**src/rtl/pid_ctrl_pkg.sv**
```systemverilog
// Shared definitions for the pid control slice: sequencer states and the
// default data width / latency of the pid core.
package pid_ctrl_pkg;

  localparam int PID_DW          = 16;
  localparam int PID_LATENCY_DEF = 6;

  typedef enum logic [2:0] {
    ST_IDLE,
    ST_WAIT_TICK,
    ST_ADC_REQ,
    ST_CORE_START,
    ST_CORE_WAIT,
    ST_DAC_OUT
  } pid_state_e;

  function automatic logic [7:0] sat_inc8(input logic [7:0] v);
    return (v == 8'hFF) ? v : v + 8'd1;
  endfunction

endpackage

```
**src/rtl/pid_tick_gen.sv**
```systemverilog
// Sample-period timer: counts 0..PERIOD-1 while enabled and flags the last
// count of each period as the iteration tick.
module pid_tick_gen #(
  parameter int PERIOD = 1000
) (
  input  logic clk,
  input  logic rst,
  input  logic en_i,
  output logic tick_o
);

  localparam int CW = (PERIOD > 1) ? $clog2(PERIOD) : 1;
  localparam logic [CW-1:0] LAST = CW'(PERIOD - 1);

  logic [CW-1:0] cnt_q;
  logic [CW-1:0] cnt_d;

  // Disabling the loop parks the counter at zero so a re-enable always
  // yields a full period before the first tick.
  always_comb begin
    cnt_d = cnt_q;
    if (!en_i) begin
      cnt_d = '0;
    end else if (cnt_q == LAST) begin
      cnt_d = '0;
    end else begin
      cnt_d = cnt_q + CW'(1);
    end
  end

  always_ff @(posedge clk or posedge rst) begin
    if (rst) begin
      cnt_q <= '0;
    end else begin
      cnt_q <= cnt_d;
    end
  end

  assign tick_o = en_i && (cnt_q == LAST);

endmodule

```
**src/rtl/pid_loop_sequencer.sv**
```systemverilog
// Runs one closed-loop iteration per sample tick: ADC fetch, pid core launch,
// fixed-latency wait and actuator handshake, with sticky overrun/timeout flags.
module pid_loop_sequencer
  import pid_ctrl_pkg::*;
#(
  parameter int DW          = PID_DW,
  parameter int PERIOD      = 1000,
  parameter int PID_LATENCY = PID_LATENCY_DEF,
  parameter int ADC_TIMEOUT = 64
) (
  input  logic          clk,
  input  logic          rst,
  input  logic          en,
  input  logic          clr_flags,
  output logic          adc_req,
  input  logic          adc_ack,
  input  logic [DW-1:0] adc_data,
  output logic          core_start,
  output logic [DW-1:0] core_data_in,
  input  logic [DW-1:0] core_data_out,
  output logic          dac_valid,
  input  logic          dac_ready,
  output logic [DW-1:0] dac_data,
  output logic          busy,
  output logic          overrun,
  output logic          adc_timeout,
  output logic [7:0]    overrun_cnt,
  output logic [15:0]   iter_cnt
);

  localparam int LW = $clog2(PID_LATENCY + 1);
  localparam int TW = $clog2(ADC_TIMEOUT + 1);
  localparam logic [LW-1:0] LAT_LAST = LW'(PID_LATENCY);
  localparam logic [TW-1:0] TO_LAST  = TW'(ADC_TIMEOUT - 1);

  pid_state_e    state_q;
  logic [LW-1:0] lat_q;
  logic [TW-1:0] to_q;
  logic [DW-1:0] sample_q;
  logic [DW-1:0] dac_data_q;
  logic          adc_req_q;
  logic          core_start_q;
  logic          dac_valid_q;
  logic          busy_q;
  logic          overrun_q;
  logic          adc_timeout_q;
  logic [7:0]    overrun_cnt_q;
  logic [15:0]   iter_cnt_q;

  logic tick;
  logic overrun_evt;
  logic timeout_evt;

  pid_tick_gen #(
    .PERIOD(PERIOD)
  ) u_tick_gen (
    .clk   (clk),
    .rst   (rst),
    .en_i  (en),
    .tick_o(tick)
  );

  assign overrun_evt = tick && (state_q != ST_WAIT_TICK);
  assign timeout_evt = (state_q == ST_ADC_REQ) && !adc_ack && (to_q == TO_LAST);

  // Once a measurement is accepted the iteration runs to the DAC handshake
  // regardless of en, so the core is never left with an unread result.
  always_ff @(posedge clk or posedge rst) begin
    if (rst) begin
      state_q      <= ST_IDLE;
      lat_q        <= '0;
      to_q         <= '0;
      sample_q     <= '0;
      dac_data_q   <= '0;
      adc_req_q    <= 1'b0;
      core_start_q <= 1'b0;
      dac_valid_q  <= 1'b0;
      busy_q       <= 1'b0;
      iter_cnt_q   <= '0;
    end else begin
      case (state_q)
        ST_IDLE: begin
          if (en) begin
            state_q <= ST_WAIT_TICK;
          end
        end
        ST_WAIT_TICK: begin
          if (!en) begin
            state_q <= ST_IDLE;
          end else if (tick) begin
            state_q   <= ST_ADC_REQ;
            adc_req_q <= 1'b1;
            busy_q    <= 1'b1;
            to_q      <= '0;
          end
        end
        ST_ADC_REQ: begin
          if (adc_ack) begin
            sample_q     <= adc_data;
            adc_req_q    <= 1'b0;
            core_start_q <= 1'b1;
            state_q      <= ST_CORE_START;
          end else if (to_q == TO_LAST) begin
            adc_req_q <= 1'b0;
            busy_q    <= 1'b0;
            state_q   <= ST_WAIT_TICK;
          end else begin
            to_q <= to_q + TW'(1);
          end
        end
        ST_CORE_START: begin
          core_start_q <= 1'b0;
          lat_q        <= LW'(1);
          state_q      <= ST_CORE_WAIT;
        end
        ST_CORE_WAIT: begin
          // lat_q holds the cycle offset from the start pulse.
          if (lat_q == LAT_LAST) begin
            dac_data_q  <= core_data_out;
            dac_valid_q <= 1'b1;
            state_q     <= ST_DAC_OUT;
          end else begin
            lat_q <= lat_q + LW'(1);
          end
        end
        ST_DAC_OUT: begin
          if (dac_ready) begin
            dac_valid_q <= 1'b0;
            busy_q      <= 1'b0;
            iter_cnt_q  <= iter_cnt_q + 16'd1;
            state_q     <= ST_WAIT_TICK;
          end
        end
        default: begin
          state_q      <= ST_IDLE;
          adc_req_q    <= 1'b0;
          core_start_q <= 1'b0;
          dac_valid_q  <= 1'b0;
          busy_q       <= 1'b0;
        end
      endcase
    end
  end

  // A fault in the same cycle as clr_flags must not be lost, so setting
  // takes priority and restarts the count at one.
  always_ff @(posedge clk or posedge rst) begin
    if (rst) begin
      overrun_q     <= 1'b0;
      overrun_cnt_q <= '0;
      adc_timeout_q <= 1'b0;
    end else begin
      if (overrun_evt) begin
        overrun_q     <= 1'b1;
        overrun_cnt_q <= clr_flags ? 8'd1 : sat_inc8(overrun_cnt_q);
      end else if (clr_flags) begin
        overrun_q     <= 1'b0;
        overrun_cnt_q <= '0;
      end

      if (timeout_evt) begin
        adc_timeout_q <= 1'b1;
      end else if (clr_flags) begin
        adc_timeout_q <= 1'b0;
      end
    end
  end

  assign adc_req      = adc_req_q;
  assign core_start   = core_start_q;
  assign core_data_in = sample_q;
  assign dac_valid    = dac_valid_q;
  assign dac_data     = dac_data_q;
  assign busy         = busy_q;
  assign overrun      = overrun_q;
  assign adc_timeout  = adc_timeout_q;
  assign overrun_cnt  = overrun_cnt_q;
  assign iter_cnt     = iter_cnt_q;

endmodule

```
**config.mk**
```make
export PLATFORM = sky130hd
export DESIGN_NAME = pid_loop_sequencer
export DESIGN_NICKNAME = d
export VERILOG_FILES = /design/src/rtl/pid_ctrl_pkg.sv /design/src/rtl/pid_tick_gen.sv /design/src/rtl/pid_loop_sequencer.sv
export SDC_FILE = /design/constraint.sdc
export NUM_CORES = 1
export LEC_CHECK = 0
export CAP_MARGIN = 20
export CORE_ASPECT_RATIO = 1.5
export CORE_MARGIN = 5
export CORE_UTILIZATION = 33
export DETAILED_ROUTE_END_ITERATION = 6
export HOLD_SLACK_MARGIN = 0.1
export MAX_ROUTING_LAYER = met4
export SYNTH_ARGS = -nofsm -noshare
export SYNTH_HDL_FRONTEND = slang
export SYNTH_SLANG_ARGS = --single-unit
```
**constraint.sdc**
```tcl
create_clock -name clk -period 2.8 [get_ports clk]
set_input_delay 0.42 -clock clk [delete_from_list [all_inputs] [get_ports clk]]
set_output_delay 0.42 -clock clk [all_outputs]
set_load 0.02 [all_outputs]
```
=== After elaboration in Yosys (flattened, before gate mapping) ===
Cells that the tools add are included.

* Bits in registers: 85
* Latch bits: 0
* RAM bits: 0
* ROM bits: 0
* Input port bits: 38
* Output and inout port bits: 62
* Word-level logic and storage cells: 107
* Memories kept: 0

* Add/subtract/negate cells: 5
* Multipliers: 0
* Div/mod/pow operators: 0
* $lt $le $gt $ge: 0
* Eq/ne operators: 23
* Shift-type cells: 0
* Mux-type cells: 36
* Bitwise operators: 4
* Reduce and logical (&&, ||, !) cells: 25

{| class="wikitable"
|+ Operators with widths
! operator !! count
|-
| 2-to-1 mux 8 bit || 4
|-
| 2-to-1 mux 7 bit || 4
|-
| 2-to-1 mux 3 bit || 8
|-
| 2-to-1 mux 10 bit || 2
|-
| != test 2 bit, second input constant || 10
|-
| one-hot mux 3 bit (6 select lines) || 1
|-
| adder 16 x 1 -> 16 bit, second input constant || 1
|-
| one-hot mux 7 bit (2 select lines) || 1
|-
| AND reduction 2 bit || 6
|-
| OR reduction 4 bit || 3
|-
| 2-to-1 mux 1 bit || 11
|-
| adder 10 x 1 -> 10 bit, second input constant || 1
|-
| equality test 10 bit, second input constant || 1
|-
| AND reduction 5 bit || 2
|-
| equality test 3 bit, second input constant || 3
|-
| adder 8 x 1 -> 8 bit, second input constant || 1
|-
| equality test 8 bit, second input constant || 1
|-
| nonzero test 2 bit || 4
|-
| adder 7 x 1 -> 7 bit, second input constant || 1
|-
| equality test 7 x 6 -> 1 bit, second input constant || 1
|-
| equality test 3 x 2 -> 1 bit, second input constant || 2
|-
| one-hot mux 1 bit (3 select lines) || 2
|-
| one-hot mux 3 bit (2 select lines) || 1
|-
| AND reduction 6 bit || 1
|-
| other kinds (15) || 21
|}

=== Longest topological paths before layout ===
Gate-level depths: netlist (run 1).

* Depth in word-level cells: 5
* Gate-level depth with buffers: 6
* Mapped depth without buffers: 6

=== Hierarchy ===
From an unflattened synthesis (run 1), not the netlist that was laid out.

* Cell total of the unflattened synthesis: 348
* Area total of the unflattened synthesis: 4012.6 um^2

{| class="wikitable"
|+ Modules (own cells, without submodules)
! module !! instances !! cells each !! area each (um^2) !! sequential area each (um^2)
|-
| pid_loop_sequencer || 1 || 293 || 3479.6 || 1876.8
|-
| pid_tick_gen || 1 || 55 || 533.0 || 250.2
|}

=== Worst setup path before layout (run 1) ===
No wires, ideal clock.

* Path type: register to register
* From: reg state_q[0]
* To: reg sample_q[0] (netlist: core_data_in[0])
* Library setup time: 0.125 ns
* Arrival: 2.043 ns
* Data required time: 2.675 ns
* Setup slack: 0.632 ns
* Stages on the path, launching flop included: 7
* Buffers on the path: 3
* Period minus slack after synthesis: 2.168 ns
* Cells stage by stage: dfrtp_1 clkbuf_1 nor3b_1 and2_1 buf_2 buf_2 mux2_2

* Longest elaborated chain between the ends: 2

{| class="wikitable"
|+ RTL lines
! element !! RTL line !! text
|-
| from (decl) || pid_loop_sequencer.sv:36 || <nowiki>pid_state_e state_q;</nowiki>
|-
| from (signal assigned) || pid_loop_sequencer.sv:70 || <nowiki>state_q <= ST_IDLE;</nowiki>
|-
| from (signal assigned) || pid_loop_sequencer.sv:84 || <nowiki>state_q <= ST_WAIT_TICK;</nowiki>
|-
| from (signal assigned) || pid_loop_sequencer.sv:89 || <nowiki>state_q <= ST_IDLE;</nowiki>
|-
| equality test 3 x 2 -> 1 bit || pid_loop_sequencer.sv:81 || <nowiki>case (state_q)</nowiki>
|-
| AND reduction 2 bit (no line) || n/a ||
|-
| to (signal assigned) || pid_loop_sequencer.sv:99 || <nowiki>sample_q <= adc_data;</nowiki>
|-
| to (decl) || pid_loop_sequencer.sv:39 || <nowiki>logic [DW-1:0] sample_q;</nowiki>
|}

Every way passes these cells.
A chain may end at the register's enable or synchronous reset.

=== Worst setup path after layout (run 1) ===
* From: reg u_tick_gen.cnt_q[2]
* To: reg overrun_cnt_q[5] (netlist: overrun_cnt[5])

* Longest elaborated chain between the ends: 5
* Elaborated cells on any way between the ends: 6
* Those cells by class: 1 x eq/ne; 1 x mux; 4 x reduce/logical

{| class="wikitable"
|+ RTL lines
! element !! RTL line !! text
|-
| from (decl) || pid_tick_gen.sv:15 || <nowiki>logic [CW-1:0] cnt_q;</nowiki>
|-
| from (signal assigned) || pid_tick_gen.sv:35 || <nowiki>cnt_q <= cnt_d;</nowiki>
|-
| equality test 10 bit * || pid_tick_gen.sv:39 || <nowiki>assign tick_o = en_i && (cnt_q == LAST);</nowiki>
|-
| logical AND 1 bit * || pid_tick_gen.sv:39 ||
|-
| logical AND 1 bit * || pid_loop_sequencer.sv:63 || <nowiki>assign overrun_evt = tick && (state_q != ST_WAIT_TICK);</nowiki>
|-
| nonzero test 2 bit (no line) || n/a ||
|-
| AND reduction 2 bit (no line) || n/a ||
|-
| to (signal assigned) || pid_loop_sequencer.sv:155 || <nowiki>overrun_cnt_q <= clr_flags ? 8'd1 : sat_inc8(overrun_cnt_q);</nowiki>
|-
| to (decl) || pid_loop_sequencer.sv:47 || <nowiki>logic [7:0] overrun_cnt_q;</nowiki>
|}

Every way passes the cells marked *; elsewhere a longest branch is shown, timed or not.

==> qor.csv, run 1 <==
metric;value;unit
power.leakage;2.32;nW
drc;0;
crit_path_end_kind;register;
async_flop_share;1.00;
ir_worst_vdd;261;uV
busiest_layer;met2;
crit_fanout;11;
clkPwrFrac;0.441;
root_buffer;clkbuf_16;
rrSetupSlack;0.60;ns
synth_top_area_cell;dfrtp_1;
fin_ws;0.602;ns
internal_power;1.91;mW
setup_viol;0;
yosysMostFrequentCell;dfrtp_1;
finalInstanceArea;5260;um2
clk_latency;0.33;ns
synthCells;332;
areaGrowthSynthToFinish;38.1;%
postCtsHoldBufs;0;
gp_congestion;0.795;
grt_pass1_vias;3152;
rsz0062_at_grt;false;
overflow;0;
core;11400;um2
vias;2928;
tightest_slew;0.799;ns
synthTopCellsByCount;dfrtp_1, mux2_2, nand2_1;
holdWs;0.413;ns
htree_num_levels;3;
slew_headroom;0.463;
ant_nets;0;
tritoncts;done;
synth_ff_type;dfrtp_1;
cellPowerDensity;457;nW/um2
dieWidth;97.7;um
synth_area_leaders;dfrtp_1, mux2_2, xnor2_1;
met3_usage;0.0241;
drv_cap;0;
regToRegEndpoint;overrun_cnt[5]$_DFFE_PP0P_;
clk_pin_slew_worst_paths;0.06;ns
critical_path_class;register to register;
fillers;1096;
syn_avg_cell_area;11.5;um2
cts_buffer_depth;2;
final_cells;592;
status;complete, no violations;
yosysWarnings;0;
dieArea;13800;um2
nNetsFinal;482;
p_seq_frac;0.515;
r2r-start;u_tick_gen.cnt_q[2]$_DFF_PP0_;
clock_skew;0.00558;ns
rows;48;
drive_gt1_frac;0.129;
netlist_area;3810;um2
met2_usage;0.244;
power_frac_comb;0.044;
wire_per_inst;14.8;um
grt_use_total;0.138;
grtUsageMet1;0.150;
p_sw;496;uW
ys_seq_area_frac;0.558;
floorplan.die.height;142;um
initialDrtViolationCount;80;
synth_fp_nets;376;
antenna_found_initial;0;
power;2.40;mW
synth-seq-cells;85;
vias_per_cell;4.95;
slew_violations;0;
finalCritPeriodShare;0.785;
port_buffers;99;
final_util;0.461;
dpl.hpwl;6460;um
cts.sinks;85;
cp.arrival;2.45;ns
grt_max_degree;62;
io_pins;100;
p_sw_frac;0.206;
wirelength;8780;um
diodes;0;
hold_viol_final;0;
cts_resized;0;
cp-start-kind;register;
reg2reg_depth;4;
grt_pass1_wl;15200;um
cp.required;3.05;ns
fmax;455;MHz
min-delay-path-class;input port to async pin;
cts-buffers-inserted;9;
placed_cells;577;
first_pass_iters;4;
synth_edf_count;0;
post-place-ws;0.469;ns
period_needed;2.20;ns
synth_top_area_frac;0.558;
synth.distinct_cells;52;
fin_setup_tns;0;ns
start_util;0.334;
placed_area;5000;um2
postCtsSetupBuffers;0;
-- metal layers --
metal,vias to the layer above,share of wire
met2,82,0.54
met4,0,0.020
met5,-,0
met3,10,0.043
li1,1406,-
met1,1430,0.40
-- cell usage in the layout (no fill, tap or decap), types with 5 or more instances in the layout --
cell type and instances:
ha_1 6, nor3_1 9, nand2_1 26, buf_4 5, nor2_1 18, clkdlybuf4s50_1 99
a31oi_1 5, a21oi_1 11, inv_1 13, dfrtp_1 85, o21ai_0 7, clkbuf_16 9
xnor2_1 18, nand4_1 10, nand3_1 17, mux2_2 32, xor2_1 5
-- power by group through the flow --
stage | sequential [mW] | clock (mW) | combinational [mW]
global placement | 1.26 | 0 | 0.107
finish | 1.24 | 1.06 | 0.105
CTS | 1.24 | 1.11 | 0.109
global route | 1.24 | 1.16 | 0.118
detailed placement | 1.26 | 0 | 0.109
floorplan | 1.26 | 0 | 0.0384
-- state kept, by name, indices dropped and copies added (netlist names), 3 cells and up --
| register | flops |
|---|---|
| lat_q | 3 |
| iter_cnt | 16 |
| to_q | 7 |
| u_tick_gen.cnt_q | 10 |
| overrun_cnt | 8 |
| dac_data | 16 |
| core_data_in | 16 |
| state_q | 3 |
-- worst max path at each step --
stage	from	slack [ns]	end	cells past startpoint
2_1_floorplan	rst	0.19	adc_req$_DFFE_PP0P_	1
3_3_place_gp	en	0.49	overrun_cnt[7]$_DFFE_PP0P_	5
3_5_place_dp	en	0.47	overrun_cnt[4]$_DFFE_PP0P_	5
4_1_cts	u_tick_gen.cnt_q[2]$_DFF_PP0_	0.60	overrun_cnt[5]$_DFFE_PP0P_	4
5_1_grt	u_tick_gen.cnt_q[2]$_DFF_PP0_	0.52	overrun_cnt[5]$_DFFE_PP0P_	4
6_report	u_tick_gen.cnt_q[2]$_DFF_PP0_	0.60	overrun_cnt[5]$_DFFE_PP0P_	4
-- area by class of cell --
| cell class | instances | area, um2 | area share |
|---|---|---|---|
| flip-flops and latches | 85 | 2130 | 0.404 |
| clock buffers | 13 | 250 | 0.0476 |
| repair buffers | 105 | 1050 | 0.199 |
| inverters | 14 | 53.8 | 0.0102 |
| clock inverters | 2 | 10.0 | 0.00190 |
| well taps | 150 | 188 | 0.0357 |
| multi-input cells | 223 | 1580 | 0.301 |
-- worst max-delay path, stage by stage, from the launching register on --
cell     delay [ns]
dfrtp_1        0.43
or3b_4         0.42
or4_4          0.59
or4_1          0.52
a21oi_1        0.16
-- kinds of logic (layout without fill, tap and decap cells) --
group | Yosys count | after routing | share of synthesized area
AOI/OAI and AO/OA | 46 | 46 | 0.0811
xor gates and xnor gates | 23 | 23 | 0.0529
adders and majority gates | 6 | 6 | 0.0197
buffers and inverters | 24 | 134 | 0.0263
DFF | 85 | 85 | 0.558
muxes | 35 | 35 | 0.102
and+or+nand+nor | 113 | 113 | 0.160
No activity file was read; power rests on OpenSTA's default activity.
==> inputs of run 2 (changes only) <==
==> constraint.sdc (replaced) <==
create_clock -name clk -period 2.1 [get_ports clk]
set_input_delay 0.315 -clock clk [delete_from_list [all_inputs] [get_ports clk]]
set_output_delay 0.315 -clock clk [all_outputs]
set_load 0.02 [all_outputs]
==> run 2 against run 1 <==
Power up 33%. Critical path type unchanged. Critical path depth unchanged. Flip-flop and latch count is the same. Worst hold slack got worse by 0.070 ns. Via count is 3.5% higher. Clock skew is essentially flat. Fmax increased by 4.2%. The flow now finishes with violations (setup timing). Register-to-register slack worse by 0.61 ns. Combinational power increased by 56%.
==> qor.csv, run 2 (synthesized netlist as in run 1, its figures left out) <==
metric;value;unit;change
cts.sinks;85;;unchanged
drv_cap;0;;unchanged
final_cell_mix;clkdlybuf4s50_1, dfrtp_1, mux2_2, nand2_1, buf_4;;
clock_skew;0.00522;ns;-0.000361 ns
layout_commonest_cell;clkdlybuf4s50_1;;
hold_viol_final;0;;unchanged
core;11400;um2;unchanged
violations;setup timing;;
power.leakage;2.44;nW;+5.2%
gp_congestion;0.823;;+3.5%
finalCritPeriodShare;1.00;;+0.220
grt_pass1_vias;3256;;+3.3%
crit_slowest_cell;or4_4;;
drive_gt1_frac;0.195;;+0.0663
vias_per_cell;4.92;;-0.55%
dieWidth;97.7;um;unchanged
grt_pass1_wl;15400;um;+1.7%
critPathBufInv;0;;unchanged
tightest_slew;0.470;ns;-0.329 ns
antenna_found_initial;0;;unchanged
tritoncts;done;;
initialDrtViolationCount;115;;+44%
crit_fanout;6;;-5
first_pass_iters;5;;+1
grt_max_degree;39;;-37%
drc;0;;unchanged
cts_buffer_depth;2;;unchanged
start_util;0.334;;unchanged
rows;48;;unchanged
overflow;0;;unchanged
clk_latency;0.33;ns;about the same
min-delay-path-class;input port to async pin;;
clk_pin_slew_worst_paths;0.06;ns;about the same
root_buffer;clkbuf_16;;
floorplan.die.height;142;um;unchanged
ir_worst_vdd;335;uV;+29%
nNetsFinal;505;;+4.8%
diodes;0;;unchanged
slew_violations;0;;unchanged
critPathTopFamily;simple AND/OR/NAND/NOR gates;;
fin_setup_tns;-0.0104;ns;-0.0104 ns
fin_ws;-0.0104;ns;-0.612 ns
post-place-ws;-0.160;ns;-0.629 ns
wirelength;9020;um;+2.7%
final_util;0.481;;+0.0198
vias;3030;;+3.5%
slew_headroom;0.685;;+0.222
port_buffers;99;;unchanged
areaGrowthSynthToFinish;44.0;%;
fmax;474;MHz;+4.2%
rsz0062_at_grt;true;;
cp.arrival;2.37;ns;-0.08 ns
io_pins;100;;unchanged
htree_num_levels;3;;unchanged
power;3.20;mW;+33%
cts-buffers-inserted;9;;unchanged
cp.required;2.36;ns;-0.69 ns
crit_path_end_kind;register;;
cp_cell_sequence;or3b_4, or4_4, or4_4, a21oi_1;;
dpl.hpwl;6700;um;+3.8%
setup_viol;1;;+1
slowest_delay;0.57;ns;-0.02 ns
holdWs;0.343;ns;-0.0705 ns
period_needed;2.11;ns;-0.0878 ns
wire_per_inst;14.6;um;-1.3%
dieArea;13800;um2;unchanged
ant_nets;0;;unchanged
critPathMostFrequentCell;or4_4;;
critical_path_class;register to register;;
grt_use_total;0.140;;+0.00251
cp-start-kind;register;;
cellPowerDensity;584;nW/um2;+28%
status;finished with violations;;
## run 2: changes by cell type in the layout (fill, tap and decap cells not counted), sizes merged
cell	previous run	this run
buf	6	28
clkbuf	13	11
clkinv	3	4
clkinvlp	0	2
or4	5	6
## run 2: final timing paths
kind	start	slack (ns)	end	cells past startpoint
min in group clk	iter_cnt[15]$_DFFE_PP0P_	0.48	iter_cnt[15]$_DFFE_PP0P_	1
max reg2reg	u_tick_gen.cnt_q[4]$_DFF_PP0_	-0.01	overrun_cnt[4]$_DFFE_PP0P_	4
min	rst	0.34	dac_data[14]$_DFFE_PP0P_	2
max in group asynchronous	rst	1.21	u_tick_gen.cnt_q[9]$_DFF_PP0_	3
min reg2reg	iter_cnt[15]$_DFFE_PP0P_	0.48	iter_cnt[15]$_DFFE_PP0P_	1
max	u_tick_gen.cnt_q[4]$_DFF_PP0_	-0.01	overrun_cnt[4]$_DFFE_PP0P_	4
## run 2: where the power goes
group / total (mW) / leakage, nW / internal (mW) / switching, mW
clock network: 1.39 / 0.129 / 0.792 / 0.600
registers: 1.65 / 1.17 / 1.64 / 0.00406
logic: 0.164 / 1.13 / 0.0908 / 0.0728
## run 2: per-layer routing
metal / global-route usage / part of all wire / up-vias
li1: - / - / 1456
met1: 0.152 / 0.40 / 1494
met2: 0.252 / 0.54 / 72
met3: 0.0285 / 0.039 / 8
met4: 0.0547 / 0.016 / 0
met5: - / 0 / -
## run 2: cell type report
class | instances | area [um2]
Clock inverter | 5 | 27.5
Multi-Input combinational cell | 224 | 1630
Clock buffer | 11 | 233
Sequential cell | 85 | 2130
Tap cell | 150 | 188
Timing Repair Buffer | 127 | 1230
Fill cell | 1052 | 5920
Inverter | 14 | 56.3
## run 2: worst register-to-register path: cells and delay by family (launching register included)
kind / cells / cell delay [ns]
AOI/OAI and AO/OA: 1 / 0.14
DFF: 1 / 0.38
and+or+nand+nor: 3 / 1.52
## run 2: repair_timing
action | in CTS | in global routing
hold endpoints to repair | 0 | 0
setup buffers | 0 | 1
endpoints found under the setup margin | 0 | 3
resized for setup | 0 | 8
hold buffers | 0 | 0
## run 2: stage by stage
stage / instance area, um2 / cells
finish: 5490 / 616
floorplan: 3820 / 332
detailed placement: 5180 / 598
CTS: 5440 / 614
global route: 5490 / 616
global placement: 5180 / 598
